===== src/rtl/fetch_ctrl_pkg.sv =====
// Shared encodings for the fetch redirect sequencer: PCSrc codes, FSM states, pending record.
package fetch_ctrl_pkg;

  localparam logic [1:0] PCSRC_SEQ  = 2'b00;
  localparam logic [1:0] PCSRC_BR   = 2'b01;
  localparam logic [1:0] PCSRC_JAL  = 2'b10;
  localparam logic [1:0] PCSRC_JALR = 2'b11;

  localparam int FLUSH_CNT_W = 4;

  typedef enum logic [1:0] {
    RUN   = 2'd0,
    PEND  = 2'd1,
    ISSUE = 2'd2,
    FLUSH = 2'd3
  } state_e;

  typedef struct packed {
    logic [1:0]  src;
    logic [11:0] imm;
    logic [19:0] imm_jal;
    logic [31:0] jalr_tgt;
  } pend_t;

endpackage


===== src/rtl/redirect_prio_enc.sv =====
// Combinational redirect arbiter: oldest instruction wins (br > jalr > jal).
// A jal may only replace an empty or jal pending slot.
module redirect_prio_enc
  import fetch_ctrl_pkg::*;
(
  input  logic       i_br_req,
  input  logic       i_jalr_req,
  input  logic       i_jal_req,
  input  logic [1:0] i_pend_src,
  output logic [1:0] o_winner,
  output logic       o_we,
  output logic       o_conflict
);

  logic w_jal_may_write;

  assign w_jal_may_write = (i_pend_src == PCSRC_SEQ) || (i_pend_src == PCSRC_JAL);

  always_comb begin
    o_winner = PCSRC_SEQ;
    if (i_br_req)        o_winner = PCSRC_BR;
    else if (i_jalr_req) o_winner = PCSRC_JALR;
    else if (i_jal_req)  o_winner = PCSRC_JAL;
  end

  assign o_we       = i_br_req | i_jalr_req | (i_jal_req & w_jal_may_write);
  assign o_conflict = i_br_req & i_jalr_req;

endmodule


===== src/rtl/fetch_redirect_ctrl.sv =====
// Fetch redirect sequencer driving the dual-slot PC datapath (PCSrc, hold, immediates, flush).
// Optional perf counters enabled by FETCH_REDIRECT_PERF_EN.
module fetch_redirect_ctrl
  import fetch_ctrl_pkg::*;
#(
  parameter int FLUSH_CYCLES = 2,
  parameter int CNT_W        = 16
) (
  input  logic             clk,
  input  logic             rst,
  input  logic             stall_i,
  input  logic             br_req_i,
  input  logic [11:0]      br_imm_i,
  input  logic             jalr_req_i,
  input  logic [31:0]      jalr_tgt_i,
  input  logic             jal_req_i,
  input  logic [19:0]      jal_imm_i,
  output logic [1:0]       pc_src_o,
  output logic             pc_hold_o,
  output logic [11:0]      imm_o,
  output logic [19:0]      imm_jal_o,
  output logic [31:0]      imm_jalr_o,
  output logic             flush_f_o,
  output logic             busy_o,
  output logic             conflict_o,
  output logic [CNT_W-1:0] redirect_cnt_o,
  output logic [CNT_W-1:0] stall_cnt_o
);

  localparam logic [FLUSH_CNT_W-1:0] FLUSH_LOAD = FLUSH_CNT_W'(FLUSH_CYCLES - 1);

  state_e                 r_state;
  pend_t                  r_pend;
  logic [FLUSH_CNT_W-1:0] r_cnt;
  logic [1:0]             r_pc_src;
  logic [11:0]            r_imm;
  logic [19:0]            r_imm_jal;
  logic [31:0]            r_imm_jalr;
  logic                   r_flush;
  logic                   r_busy;
  logic                   r_conflict;

  logic       w_accept;
  logic [1:0] w_pend_src;
  logic [1:0] w_winner;
  logic       w_we;
  logic       w_conflict;
  pend_t      w_pend_new;
  pend_t      w_pend_nxt;

  // Requests seen during ISSUE/FLUSH belong to the wrong path and are dropped.
  assign w_accept   = (r_state == RUN) || (r_state == PEND);
  assign w_pend_src = (r_state == PEND) ? r_pend.src : PCSRC_SEQ;

  redirect_prio_enc u_prio (
    .i_br_req   (br_req_i   & w_accept),
    .i_jalr_req (jalr_req_i & w_accept),
    .i_jal_req  (jal_req_i  & w_accept),
    .i_pend_src (w_pend_src),
    .o_winner   (w_winner),
    .o_we       (w_we),
    .o_conflict (w_conflict)
  );

  // Non-winning operands keep the last issued value so a lost request never leaks out.
  always_comb begin
    w_pend_new.src      = w_winner;
    w_pend_new.imm      = (w_winner == PCSRC_BR)   ? br_imm_i   : r_imm;
    w_pend_new.imm_jal  = (w_winner == PCSRC_JAL)  ? jal_imm_i  : r_imm_jal;
    w_pend_new.jalr_tgt = (w_winner == PCSRC_JALR) ? jalr_tgt_i : r_imm_jalr;
    w_pend_nxt          = w_we ? w_pend_new : r_pend;
  end

  always_ff @(posedge clk) begin
    if (rst) begin
      r_state    <= RUN;
      r_pend     <= '0;
      r_cnt      <= '0;
      r_pc_src   <= PCSRC_SEQ;
      r_imm      <= '0;
      r_imm_jal  <= '0;
      r_imm_jalr <= '0;
      r_flush    <= 1'b0;
      r_busy     <= 1'b0;
      r_conflict <= 1'b0;
    end else begin
      if (w_conflict) r_conflict <= 1'b1;
      case (r_state)
        RUN, PEND: begin
          if (w_we) r_pend <= w_pend_new;
          if (!stall_i && (w_we || r_state == PEND)) begin
            r_state    <= ISSUE;
            r_pc_src   <= w_pend_nxt.src;
            r_imm      <= w_pend_nxt.imm;
            r_imm_jal  <= w_pend_nxt.imm_jal;
            r_imm_jalr <= w_pend_nxt.jalr_tgt;
            r_flush    <= 1'b1;
            r_busy     <= 1'b1;
          end else if (w_we) begin
            r_state <= PEND;
            r_busy  <= 1'b1;
          end
        end
        ISSUE: begin
          r_pc_src <= PCSRC_SEQ;
          r_pend   <= '0;
          r_cnt    <= FLUSH_LOAD;
          if (FLUSH_CYCLES == 1) begin
            r_state <= RUN;
            r_flush <= 1'b0;
            r_busy  <= 1'b0;
          end else begin
            r_state <= FLUSH;
          end
        end
        FLUSH: begin
          r_cnt <= r_cnt - FLUSH_CNT_W'(1);
          if (r_cnt <= FLUSH_CNT_W'(1)) begin
            r_state <= RUN;
            r_flush <= 1'b0;
            r_busy  <= 1'b0;
          end
        end
        default: r_state <= RUN;
      endcase
    end
  end

  assign pc_hold_o  = rst | (r_state == PEND) |
                      (((r_state == RUN) || (r_state == FLUSH)) & stall_i);
  assign pc_src_o   = r_pc_src;
  assign imm_o      = r_imm;
  assign imm_jal_o  = r_imm_jal;
  assign imm_jalr_o = r_imm_jalr;
  assign flush_f_o  = r_flush;
  assign busy_o     = r_busy;
  assign conflict_o = r_conflict;

`ifdef FETCH_REDIRECT_PERF_EN
  logic [CNT_W-1:0] r_redirect_cnt;
  logic [CNT_W-1:0] r_stall_cnt;

  always_ff @(posedge clk) begin
    if (rst) begin
      r_redirect_cnt <= '0;
      r_stall_cnt    <= '0;
    end else begin
      if (r_state == ISSUE) r_redirect_cnt <= r_redirect_cnt + CNT_W'(1);
      if (pc_hold_o)        r_stall_cnt    <= r_stall_cnt + CNT_W'(1);
    end
  end

  assign redirect_cnt_o = r_redirect_cnt;
  assign stall_cnt_o    = r_stall_cnt;
`else
  assign redirect_cnt_o = '0;
  assign stall_cnt_o    = '0;
`endif

endmodule


===== config.mk =====
export PLATFORM = sky130hd
export DESIGN_NAME = fetch_redirect_ctrl
export DESIGN_NICKNAME = d
export VERILOG_FILES = /design/src/rtl/fetch_ctrl_pkg.sv /design/src/rtl/redirect_prio_enc.sv /design/src/rtl/fetch_redirect_ctrl.sv
export SDC_FILE = /design/constraint.sdc
export NUM_CORES = 1
export LEC_CHECK = 0
export BUFFER_PORTS_ARGS = -buffer_cell sky130_fd_sc_hd__buf_2
export CAP_MARGIN = 30
export CORE_ASPECT_RATIO = 1.75
export CORE_MARGIN = 2
export CORE_UTILIZATION = 52
export CTS_CLUSTER_SIZE = 12
export DETAILED_ROUTE_END_ITERATION = 7
export PLACE_DENSITY = 0.8
export SYNTH_ARGS = -nofsm -noshare
export SYNTH_HDL_FRONTEND = slang
export SYNTH_SLANG_ARGS = --single-unit

===== constraint.sdc =====
create_clock -name clk -period 3.2 [get_ports clk]
set_input_delay 0.96 -clock clk [delete_from_list [all_inputs] [get_ports clk]]
set_output_delay 0.96 -clock clk [all_outputs]
set_load 0.02 [all_outputs]

== Yosys cells after proc, flatten, opt, wreduce, memory -nomap -nowiden ==
Index checks and enable logic that the tools add are counted.

* Reduce and logical (&&, ||, !) cells: 17
* Add/sub/neg operators: 1
* Multiplexer cells: 22
* Equal/unequal tests: 10
* Magnitude comparators: 1
* Bitwise logic cells: 10

{| class="wikitable"
|+ Operators by type and width
! kind !! count
|-
| 66-bit one-hot mux with 2 select lines || 1
|-
| 66-bit two-way mux || 1
|-
| 32-bit two-way mux || 1
|-
| 20-bit two-way mux || 1
|-
| 2-bit two-way mux || 8
|-
| 12-bit two-way mux || 1
|-
| 2-bit == test (second input constant) || 5
|-
| 4-bit one-hot mux with 2 select lines || 1
|-
| 1-bit AND || 6
|-
| 2-bit one-hot mux with 3 select lines || 1
|-
| 2-bit AND reduction || 3
|-
| 3-bit AND reduction || 2
|-
| 2-bit nonzero test || 3
|-
| 2-bit by 1-bit == test with 1-bit output (second input constant) || 2
|-
| 4-bit by 1-bit less-or-equal comparator with 1-bit output (second input constant) || 1
|-
| 2-bit zero test || 2
|-
| 1-bit logical OR || 4
|-
| 1-bit two-way mux || 4
|-
| 2-bit inequality test (second input constant) || 2
|-
| 1-bit bitwise OR || 4
|-
| 1-bit one-hot mux with 2 select lines || 2
|-
| 2-bit one-hot mux with 2 select lines || 1
|-
| 4-bit by 1-bit subtractor with 4-bit output (second input constant) || 1
|-
| 3-bit inequality test (second input constant) || 1
|-
| other kinds (3) || 3
|}

* Input port bits: 70
* Register bits: 141

== Longest topological paths before layout ==
Gate-level depths: netlist (run 1).

* Word-level depth: 11
* Depth in mapped cells: 10

== Modules after synthesis ==
From an unflattened synthesis (run 1), not the netlist that was laid out.

* Cell total of the unflattened synthesis: 673
* Area total of the unflattened synthesis: 6537.5 um^2

{| class="wikitable"
|+ By module, submodules not included
! module !! area an instance (um^2) !! seq. area each (um^2) !! instances !! cells an instance
|-
| fetch_redirect_ctrl || 6502.5 || 2822.7 || 1 || 667
|-
| redirect_prio_enc || 35.0 || 0.0 || 1 || 6
|}

== Worst setup path before layout (run 1) ==
OpenSTA, ideal clock, no wires.

* Path type: input-to-output
* Start: input rst
* End: output pc_hold_o
* Path buffers: 1
* Required time: 2240 ps
* Slack: 738 ps
* Arrival: 1502 ps
* Stages: 3
* Cell sequence: clkbuf_1 > nor2_1 > o21ai_0

* Longest elaborated chain between the ends: 2

{| class="wikitable"
|+ RTL lines
! item !! line !! text
|-
| start, declared || fetch_redirect_ctrl.sv:10 || <nowiki>input logic rst,</nowiki>
|-
| 1-bit bitwise OR (2 in a row) || fetch_redirect_ctrl.sv:129 || <nowiki>assign pc_hold_o = rst | (r_state == PEND) |</nowiki>
|-
| end, declared || fetch_redirect_ctrl.sv:19 || <nowiki>output logic pc_hold_o,</nowiki>
|}

Every way passes these cells.

== Worst setup path after layout (run 1) ==
* Start: register r_state[1]
* End: output pc_hold_o

* Longest elaborated chain between the ends: 4

{| class="wikitable"
|+ RTL lines
! item !! line !! text
|-
| start, declared || fetch_redirect_ctrl.sv:32 || <nowiki>state_e r_state;</nowiki>
|-
| start signal, assigned || fetch_redirect_ctrl.sv:76 || <nowiki>r_state <= RUN;</nowiki>
|-
| start signal, assigned || fetch_redirect_ctrl.sv:92 || <nowiki>r_state <= ISSUE;</nowiki>
|-
| start signal, assigned || fetch_redirect_ctrl.sv:100 || <nowiki>r_state <= PEND;</nowiki>
|-
| 2-bit == test / 2-bit zero test (equally long branches) || fetch_redirect_ctrl.sv:130 || <nowiki>(((r_state == RUN) || (r_state == FLUSH)) & stall_i);</nowiki>
|-
| 1-bit logical OR || fetch_redirect_ctrl.sv:130 ||
|-
| 1-bit AND || fetch_redirect_ctrl.sv:130 ||
|-
| 1-bit bitwise OR * || fetch_redirect_ctrl.sv:129 ||
|}

Mark *: on every way between the ends. The rest lies on a longest branch, timed or not.

==> results of run 1 <==
-- layout make-up --
class                   instances  area (µm²)
multi-input cells             405        2960
clock inverters                11         118
well taps                     135         169
flip-flops and latches        141        2820
clock buffers                  20         457
fillers                       948        4200
inverters                       9        33.8
repair buffers                152         818
-- critical path, stage by stage, from the launching register on --
cell and delay (ns):
dfxtp_1 0.55, inv_1 0.15, ha_1 0.30, nor2_1 0.12, o21ai_0 0.10, buf_2 0.17
-- synthesized netlist by cell type (2+ instances only) --
library cell / instances / area [µm²]
a211o_1: 3 / 26.3
a21oi_1: 8 / 40.0
a22oi_1: 34 / 255
a31oi_1: 2 / 12.5
buf_2: 24 / 120
buf_4: 33 / 248
buf_6: 4 / 45.0
clkbuf_1: 21 / 78.8
dfxtp_1: 141 / 2820
ha_1: 8 / 100
inv_1: 9 / 33.8
mux2i_1: 65 / 651
nand2_1: 70 / 263
nor2_1: 9 / 33.8
nor3_1: 6 / 30.0
nor4_1: 2 / 12.5
o21a_1: 3 / 22.5
o21ai_0: 8 / 40.0
o21ai_1: 32 / 160
o221ai_1: 5 / 43.8
o221ai_2: 27 / 405
o22ai_1: 32 / 200
o2bb2ai_1: 32 / 280
o311ai_0: 2 / 17.5
o31ai_1: 2 / 15.0
-- per-stage QoR --
step                      instances  power, mW  area (µm²)
final                           873       5.94        7380
after global routing            873       6.21        7380
after CTS                       873       5.96        7380
after detailed placement        842       4.04        6810
after global placement          842       3.96        6810
after floorplan                 637       3.53        6270
-- report_power, final --
part	leakage, nW	total (mW)	internal (mW)	switching, mW
clock	0.282	1.90	1.18	0.720
combinational	1.45	1.87	0.620	1.25
sequential	1.14	2.17	1.99	0.173
-- registers in the layout, indices dropped and copies added (netlist names) --
signal      flops
r_state         2
imm_jal_o      20
conflict_o      1
imm_jalr_o     32
imm_o          12
busy_o          1
r_pend         66
pc_src_o        2
flush_f_o       1
r_cnt           4
-- logic make-up (layout without fill, tap and decap cells) --
family	count (synthesis)	after routing
AO/OA/AOI/OAI	202	202
XOR/XNOR	1	1
multiplexers	65	65
adder cells (fa/ha/maj)	8	8
buffers and inverters	91	192
other	1	32
AND/OR/NAND/NOR	97	97
flip-flops	141	141
-- layer usage --
layer,up-vias,wire length [µm],global-route usage
li1,2449,-,-
met1,2504,6010,0.262
met2,195,8340,0.429
met3,39,742,0.0547
met4,0,510,0.145
met5,-,0,0
-- path summary, 6_finish.rpt --
check / startpoint / end
hold reg to reg: pc_src_o[1] / pc_src_o[1]
hold / removal: pc_src_o[1] / pc_src_o[1]
setup / recovery: r_state[1] / pc_hold_o
setup reg to reg: r_state[1] / imm_jalr_o[0]
==> results_dict.tcl, run 1 <==
set metrics [dict create \
    grt.overflow.total 0 \
    place.gp.congestion 0.851 \
    grt_pass1_wl_um 25000 \
    cts_max_path_buffers 2 \
    syn_area_per_cell_um2 10.2 \
    slew_headroom 0.385 \
    cts_buffers 17 \
    track_usage 0.245 \
    root_buffer "clkbuf_16" \
    synth_edf_count 0 \
    die_w_um 86.3 \
    finalHoldViolCount 0 \
    drt_iter0_drc 246 \
    antenna_left 0 \
    fin_skew_ns 0.0144 \
    floorplan.initialDensity 0.532 \
    min_path_cells 2 \
    ir_drop_v 0.000539 \
    ys.flop_type "dfxtp_1" \
    wl_per_cell_um 17.9 \
    critPathLaunchType "register" \
    outcome "complete, no violations" \
    rows 52 \
    routed_wirelength_um 15600 \
    cp.arrival_ns 1.80 \
    worst_slew_pin_slew_ns 0.922 \
    drc 0 \
    cts_tree "yes" \
    report.final.slew_viol_count 0 \
    setup_viol_count_final 0 \
    first_global_vias 5349 \
    max_freq_mhz 362 \
    syn_area_mm2 0.00616 \
    h-tree-depth 4 \
    yosysUniqueCellTypes 49 \
    power.density_mw_per_mm2 804 \
    rsz0062_at_grt "false" \
    final_cell_mix "dfxtp_1 (141), buf_2 (139), nand2_1 (70), mux2i_1 (65), a22oi_1 (34)" \
    max-cap-violations 0 \
    finalWorstPathRequiredPeriod_ns 2.76 \
    final_nets 804 \
    async_reset_ff_frac 0 \
    synth-compound-area-share 0.265 \
    crit_fanout 12 \
    cts.sinks 141 \
    yosysSeqAreaShare 0.458 \
    synth-adder-area-share 0.0163 \
    critical_path_class "register to output port" \
    synth_warnings 0 \
    layout_setup_ws_ns 0.436 \
    grt_max_degree 65 \
    synth-simple-area-share 0.0671 \
    synth_cells 606 \
    cp.required_ns 2.24 \
    vias 5187 \
    reg2regPathDepth 6 \
    drive_above_1_share 0.297 \
    endpoint_kind "output port" \
    period_share 0.864 \
    final_common_cell "dfxtp_1" \
    preCtsSetupSlack_ns 0.374 \
    muxShareOfSynthArea 0.106 \
    fp.dieH_um 148 \
    synth_top_family_by_area "compound AO/OA/AOI/OAI gates" \
    leakage_nw 2.87 \
    post_cts_resized 0 \
    clock_latency_ns 0.41 \
    grt_antenna_before_repair 0 \
    core-area_mm2 0.0116 \
    via_per_inst 5.94 \
    portBuffers 139 \
    dr.pass1.iters 5 \
    area_growth_pct 19.9 \
    r2r_slack_ns 0.51 \
    hold_class "register to register" \
    floorplan.io_pins 172 \
    tns_ns 0 \
    cts_hold_buf 0 \
    hold_ws_ns 0.454 \
    clk_pin_slew_ns 0.06 \
    antenna_cells 0 \
    place_hpwl_um 10300 \
    fin_util 0.637 \
    postCtsSetupBuffers 0 \
    dieArea_mm2 0.0128 \
    synth-xor-area-share 0.00142 \
    ys_ff_latch 141 \
]
(Power assumes the default switching activity.)
==> run 2, diff against run 1 <==
Settings changed: CORE_UTILIZATION 52 to 54, CTS_BUF_LIST set to sky130_fd_sc_hd__clkbuf_8, PLACE_DENSITY 0.8 to 0.82, RECOVER_POWER set to 25.
==> run 2 against run 1 <==
Effect of this change: sequential power about the same; clock-buffer cell count did not move; largest power group unchanged; via count is 1.7% higher; total power is 5.4% lower; setup slack improved by 0.17 ns; final area fell by 2.4%; critical path depth fell by 1; hold slack gained 0.017 ns; cell count is the same; core utilization grew 1.1 points; register-to-register slack better by 0.12 ns.
==> results_dict.tcl, run 2 (synthesis results as in run 1) <==
set metrics [dict create \
    endpoint_kind "output port" \
    finalHoldViolCount 0 \
    place_hpwl_um 10700 \
    largest_reg_flops 66 \
    clk_pin_slew_ns 0.07 \
    clock_latency_ns 0.43 \
    cts.sinks 141 \
    layout_setup_ws_ns 0.603 \
    final_cell_mix "dfxtp_1 (141), buf_2 (95), nand2_1 (70), mux2i_1 (65), clkbuf_1 (46)" \
    grt.overflow.total 0 \
    postCtsSetupBuffers 0 \
    area_growth_pct 17.0 \
    cts_hold_buf 0 \
    grt_pass1_wl_um 25100 \
    cp.required_ns 2.24 \
    cts_max_path_buffers 2 \
    period_share 0.812 \
    crit_chain "buf_2 -> nor2_1 -> o21ai_0 -> buf_2" \
    finalWorstPathRequiredPeriod_ns 2.60 \
    final_cells 873 \
    preCtsSetupSlack_ns 0.466 \
    antenna_cells 0 \
    slowest_delay_ns 0.32 \
    critical_path_class "input port to output port" \
    floorplan.initialDensity 0.555 \
    floorplan.io_pins 172 \
    portBuffers 139 \
    critPathLaunchType "input port" \
    report.final.slew_viol_count 0 \
    final_common_cell "dfxtp_1" \
    rows 51 \
    wl_per_cell_um 17.9 \
    cts_tree "yes" \
    max_freq_mhz 385 \
    setup_viol_count_final 0 \
    power_mw 5.62 \
    grt_antenna_before_repair 0 \
    root_buffer "clkbuf_8" \
    via_per_inst 6.04 \
    routed_wirelength_um 15600 \
    drt_iter0_drc 326 \
    worst_slew_pin_slew_ns 0.994 \
    top_register "r_pend" \
    die_w_um 84.7 \
    final_nets 808 \
    drive_above_1_share 0.238 \
    dieArea_mm2 0.0123 \
    cp_common_cell "buf_2" \
    vias 5274 \
    leakage_nw 2.63 \
    grt_max_degree 47 \
    fin_util 0.649 \
    antenna_left 0 \
    place.gp.congestion 0.911 \
    dr.pass1.iters 5 \
    rsz0062_at_grt "false" \
    cpMaxStageDelayCell "buf_2" \
    crit_fanout 16 \
    h-tree-depth 4 \
    power.density_mw_per_mm2 780 \
    placed_area_mm2 0.00683 \
    ir_drop_v 0.000576 \
    post_cts_resized 0 \
    fin_skew_ns 0.00950 \
    track_usage 0.250 \
    fp.dieH_um 145 \
    cp.arrival_ns 1.64 \
    hold_class "register to register" \
    place_inst 843 \
    first_global_vias 5336 \
    cts_buffers 17 \
    final_area_mm2 0.00720 \
    slew_headroom 0.329 \
    core-area_mm2 0.0111 \
    drc 0 \
    max-cap-violations 0 \
    tns_ns 0 \
    outcome "complete, no violations" \
    hold_ws_ns 0.471 \
]
run 2: cell types whose count changed in the layout (fill, tap and decap cells not counted), sizes merged:
| cell | previous run | this run |
|---|---|---|
| clkbuf | 20 | 66 |
| buf | 152 | 110 |
| bufinv | 2 | 4 |
| clkinv | 6 | 3 |
run 2: layer usage:
layer / GRT usage / wire length [µm] / up-vias
met5: 0 / 0 / -
met4: 0.140 / 621 / 0
met3: 0.0529 / 839 / 44
met2: 0.444 / 8220 / 219
met1: 0.268 / 5940 / 2554
li1: - / - / 2457
run 2: path summary, 6_finish.rpt:
kind | startpoint | to | slack [ns] | cells past startpoint
setup reg to reg | r_state[0] | imm_jalr_o[1] | 0.63 | 7
hold reg to reg | r_pend[61] | r_pend[61] | 0.47 | 1
hold / removal | r_pend[61] | r_pend[61] | 0.47 | 1
setup / recovery | rst | pc_hold_o | 0.60 | 4
run 2: layout make-up:
cell class	count	area [µm²]
multi-input cells	405	2960
fillers	963	3900
clock buffers	20	275
clock inverters	10	163
flip-flops and latches	141	2820
well taps	132	165
repair buffers	156	786
inverters	9	33.8
run 2: power breakdown:
group	internal [mW]	switching (mW)	leakage [nW]
clock	0.905	0.658	0.217
combinational	0.622	1.28	1.27
sequential	1.99	0.164	1.14
total	3.52	2.10	2.63
run 2: worst max-delay path: cells and delay by family:
kind	cells	cell delay, ns
buffers and inverters	2	0.51
AND/OR/NAND/NOR	1	0.08
AO/OA/AOI/OAI	1	0.09
==> run 3, diff against run 2 <==
Settings changed: ABC_AREA set to 1, CORE_UTILIZATION 54 to 56, PLACE_DENSITY 0.82 to 0.83.
Clock period 3.2 ns to 2.5 ns, I/O delays scaled along.
==> run 3 against run 2 <==
Effect of this change: total power is 110% higher; area after synthesis is 14% higher; critical path type is now register to output port; non-clock buffer count is 3 lower; sequential power is 81% higher; hold slack worse by 0.020 ns; global-route usage is 0.70 points higher; clock-buffer cell count stayed put; first-iteration DRC count is 22% higher; register-to-register slack worse by 0.30 ns; largest cell class unchanged; die area is 9.6% higher; flip-flop and latch count stayed put; combinational power grew to 3.1 times the previous value.
==> results_dict.tcl, run 3 <==
set metrics [dict create \
    antenna_cells 0 \
    drc 0 \
    ys.flop_type "dfxtp_1" \
    period_share 0.941 \
    drt_iter0_drc 399 \
    finalWorstPathRequiredPeriod_ns 2.35 \
    synth.area.top_cells "dfxtp_1 (40%), nand2_1 (11%), a21oi_1 (9.1%)" \
    via_per_inst 5.29 \
    portBuffers 139 \
    slowest_delay_ns 0.39 \
    fp.dieH_um 152 \
    grt_max_degree 96 \
    place.gp.congestion 0.830 \
    root_buffer "clkbuf_8" \
    final_area_mm2 0.00795 \
    yosys.area.top_type_share 0.402 \
    final_cell_mix "nand2_1 (206), dfxtp_1 (139), a21oi_1 (127), o21ai_0 (97), buf_2 (93)" \
    reg2reg_from "r_state[1]" \
    synth_cells 983 \
    async_reset_ff_frac 0 \
    dieArea_mm2 0.0135 \
    rows 54 \
    power.density_mw_per_mm2 1460 \
    track_usage 0.257 \
    top_register "r_pend" \
    max_freq_mhz 425 \
    h-tree-depth 4 \
    floorplan.io_pins 172 \
    cpMaxStageDelayCell "dfxtp_2" \
    drive_above_1_share 0.152 \
    ys_ff_latch 141 \
    wl_per_cell_um 13.3 \
    placed_area_mm2 0.00762 \
    worst_slew_pin_slew_ns 1.48 \
    endpoint_kind "output port" \
    cts.sinks 141 \
    report.final.slew_viol_count 0 \
    area_growth_pct 13.3 \
    finalHoldViolCount 0 \
    worstSetupStartpoint "r_state[0]" \
    leakage_nw 3.43 \
    final_common_cell "nand2_1" \
    syn_area_mm2 0.00702 \
    ir_drop_v 0.000855 \
    critPathLaunchType "register" \
    cpLargestDelayFamily "flip-flops" \
    postCtsSetupBuffers 0 \
    yosysUniqueCellTypes 27 \
    synth_warnings 0 \
    outcome "complete, no violations" \
    cp.required_ns 1.75 \
    largest_reg_flops 66 \
    tns_ns 0 \
    die_w_um 88.6 \
    floorplan.initialDensity 0.568 \
    cts_tree "yes" \
    antenna_left 0 \
    fin_skew_ns 0.0147 \
    slew_headroom 0.0165 \
    critical_path_class "register to output port" \
    synth.most_common_cell "nand2_1" \
    hold_ws_ns 0.451 \
    routed_wirelength_um 16800 \
    clock_latency_ns 0.44 \
    synth_top_area_cell "dfxtp_1" \
    core-area_mm2 0.0124 \
    fillers 1200 \
    cts_max_path_buffers 2 \
    crit_fanout 6 \
    max-cap-violations 0 \
    yosysSeqAreaShare 0.402 \
    final_nets 1161 \
    dr.pass1.iters 5 \
    min_from "conflict_o" \
    ys_top_cells_by_count "nand2_1 (206), dfxtp_1 (141), a21oi_1 (127)" \
    crit_buf_inv 2 \
    grt.overflow.total 0 \
    grt_pass1_wl_um 27900 \
    syn_area_per_cell_um2 7.14 \
    synth_edf_count 0 \
    clk_pin_slew_ns 0.08 \
    setup_viol_count_final 0 \
    hold_class "register to register" \
    vias 6681 \
    grt_antenna_before_repair 0 \
    first_global_vias 6177 \
    place_hpwl_um 10800 \
    r2r_slack_ns 0.33 \
    rsz0062_at_grt "false" \
    cp.arrival_ns 1.60 \
    crit_chain "inv_1 -> ha_1 -> o211ai_1 -> buf_2" \
    cts_buffers 17 \
    fin_util 0.643 \
]
-- run 3: per-layer routing --
| metal | track usage | part of all wire | wire length (µm) |
|---|---|---|---|
| met1 | 0.293 | 0.41 | 6830 |
| met2 | 0.442 | 0.51 | 8670 |
| met3 | 0.0701 | 0.054 | 902 |
| met4 | 0.102 | 0.026 | 439 |
| met5 | 0 | 0 | 0 |
-- run 3: cells by family after synthesis --
family                     synth area share
buffers and inverters                 0.127
other                              0.000534
adders and majority gates            0.0143
and+or+nand+nor                       0.203
AOI/OAI and AO/OA                     0.253
DFF                                   0.402
-- run 3: where the power goes --
part           switching [mW]  internal, mW
registers               0.675          3.23
clock network           0.864         0.955
logic                    3.82          2.03
-- run 3: through the flow --
step	power, mW	std cells	setup WS [ns]
5_1_grt	12.6	1264	0.0610
4_1_cts	11.7	1264	0.0332
3_3_place_gp	9.69	1232	0.341
2_1_floorplan	8.43	1014	0.155
6_report	11.6	1264	0.147
3_5_place_dp	9.84	1232	0.301
-- run 3: what timing repair did --
item | 4_1_cts | 5_1_grt
gates resized for setup | 0 | 2
endpoints found under the setup margin | 0 | 1
hold buffers | 0 | 0
-- run 3: path summary, 6_finish.rpt --
check,cells after the start,endpoint
min reg2reg,2,conflict_o
min,2,conflict_o
max reg2reg,11,imm_jalr_o[6]
max,4,pc_hold_o
-- run 3: area by class of cell --
cell class / instances / area, µm² / share of cell area
Multi-Input combinational cell: 689 / 3430 / 0.431
Sequential cell: 141 / 2830 / 0.355
Timing Repair Buffer: 153 / 788 / 0.0991
Inverter: 81 / 304 / 0.0382
Clock buffer: 20 / 275 / 0.0346
Tap cell: 168 / 210 / 0.0264
Clock inverter: 12 / 119 / 0.0149
-- run 3: worst min-delay path: stages, from the launching register on --
cell and delay (ns):
dfxtp_1 0.31, inv_1 0.05, a21oi_1 0.05
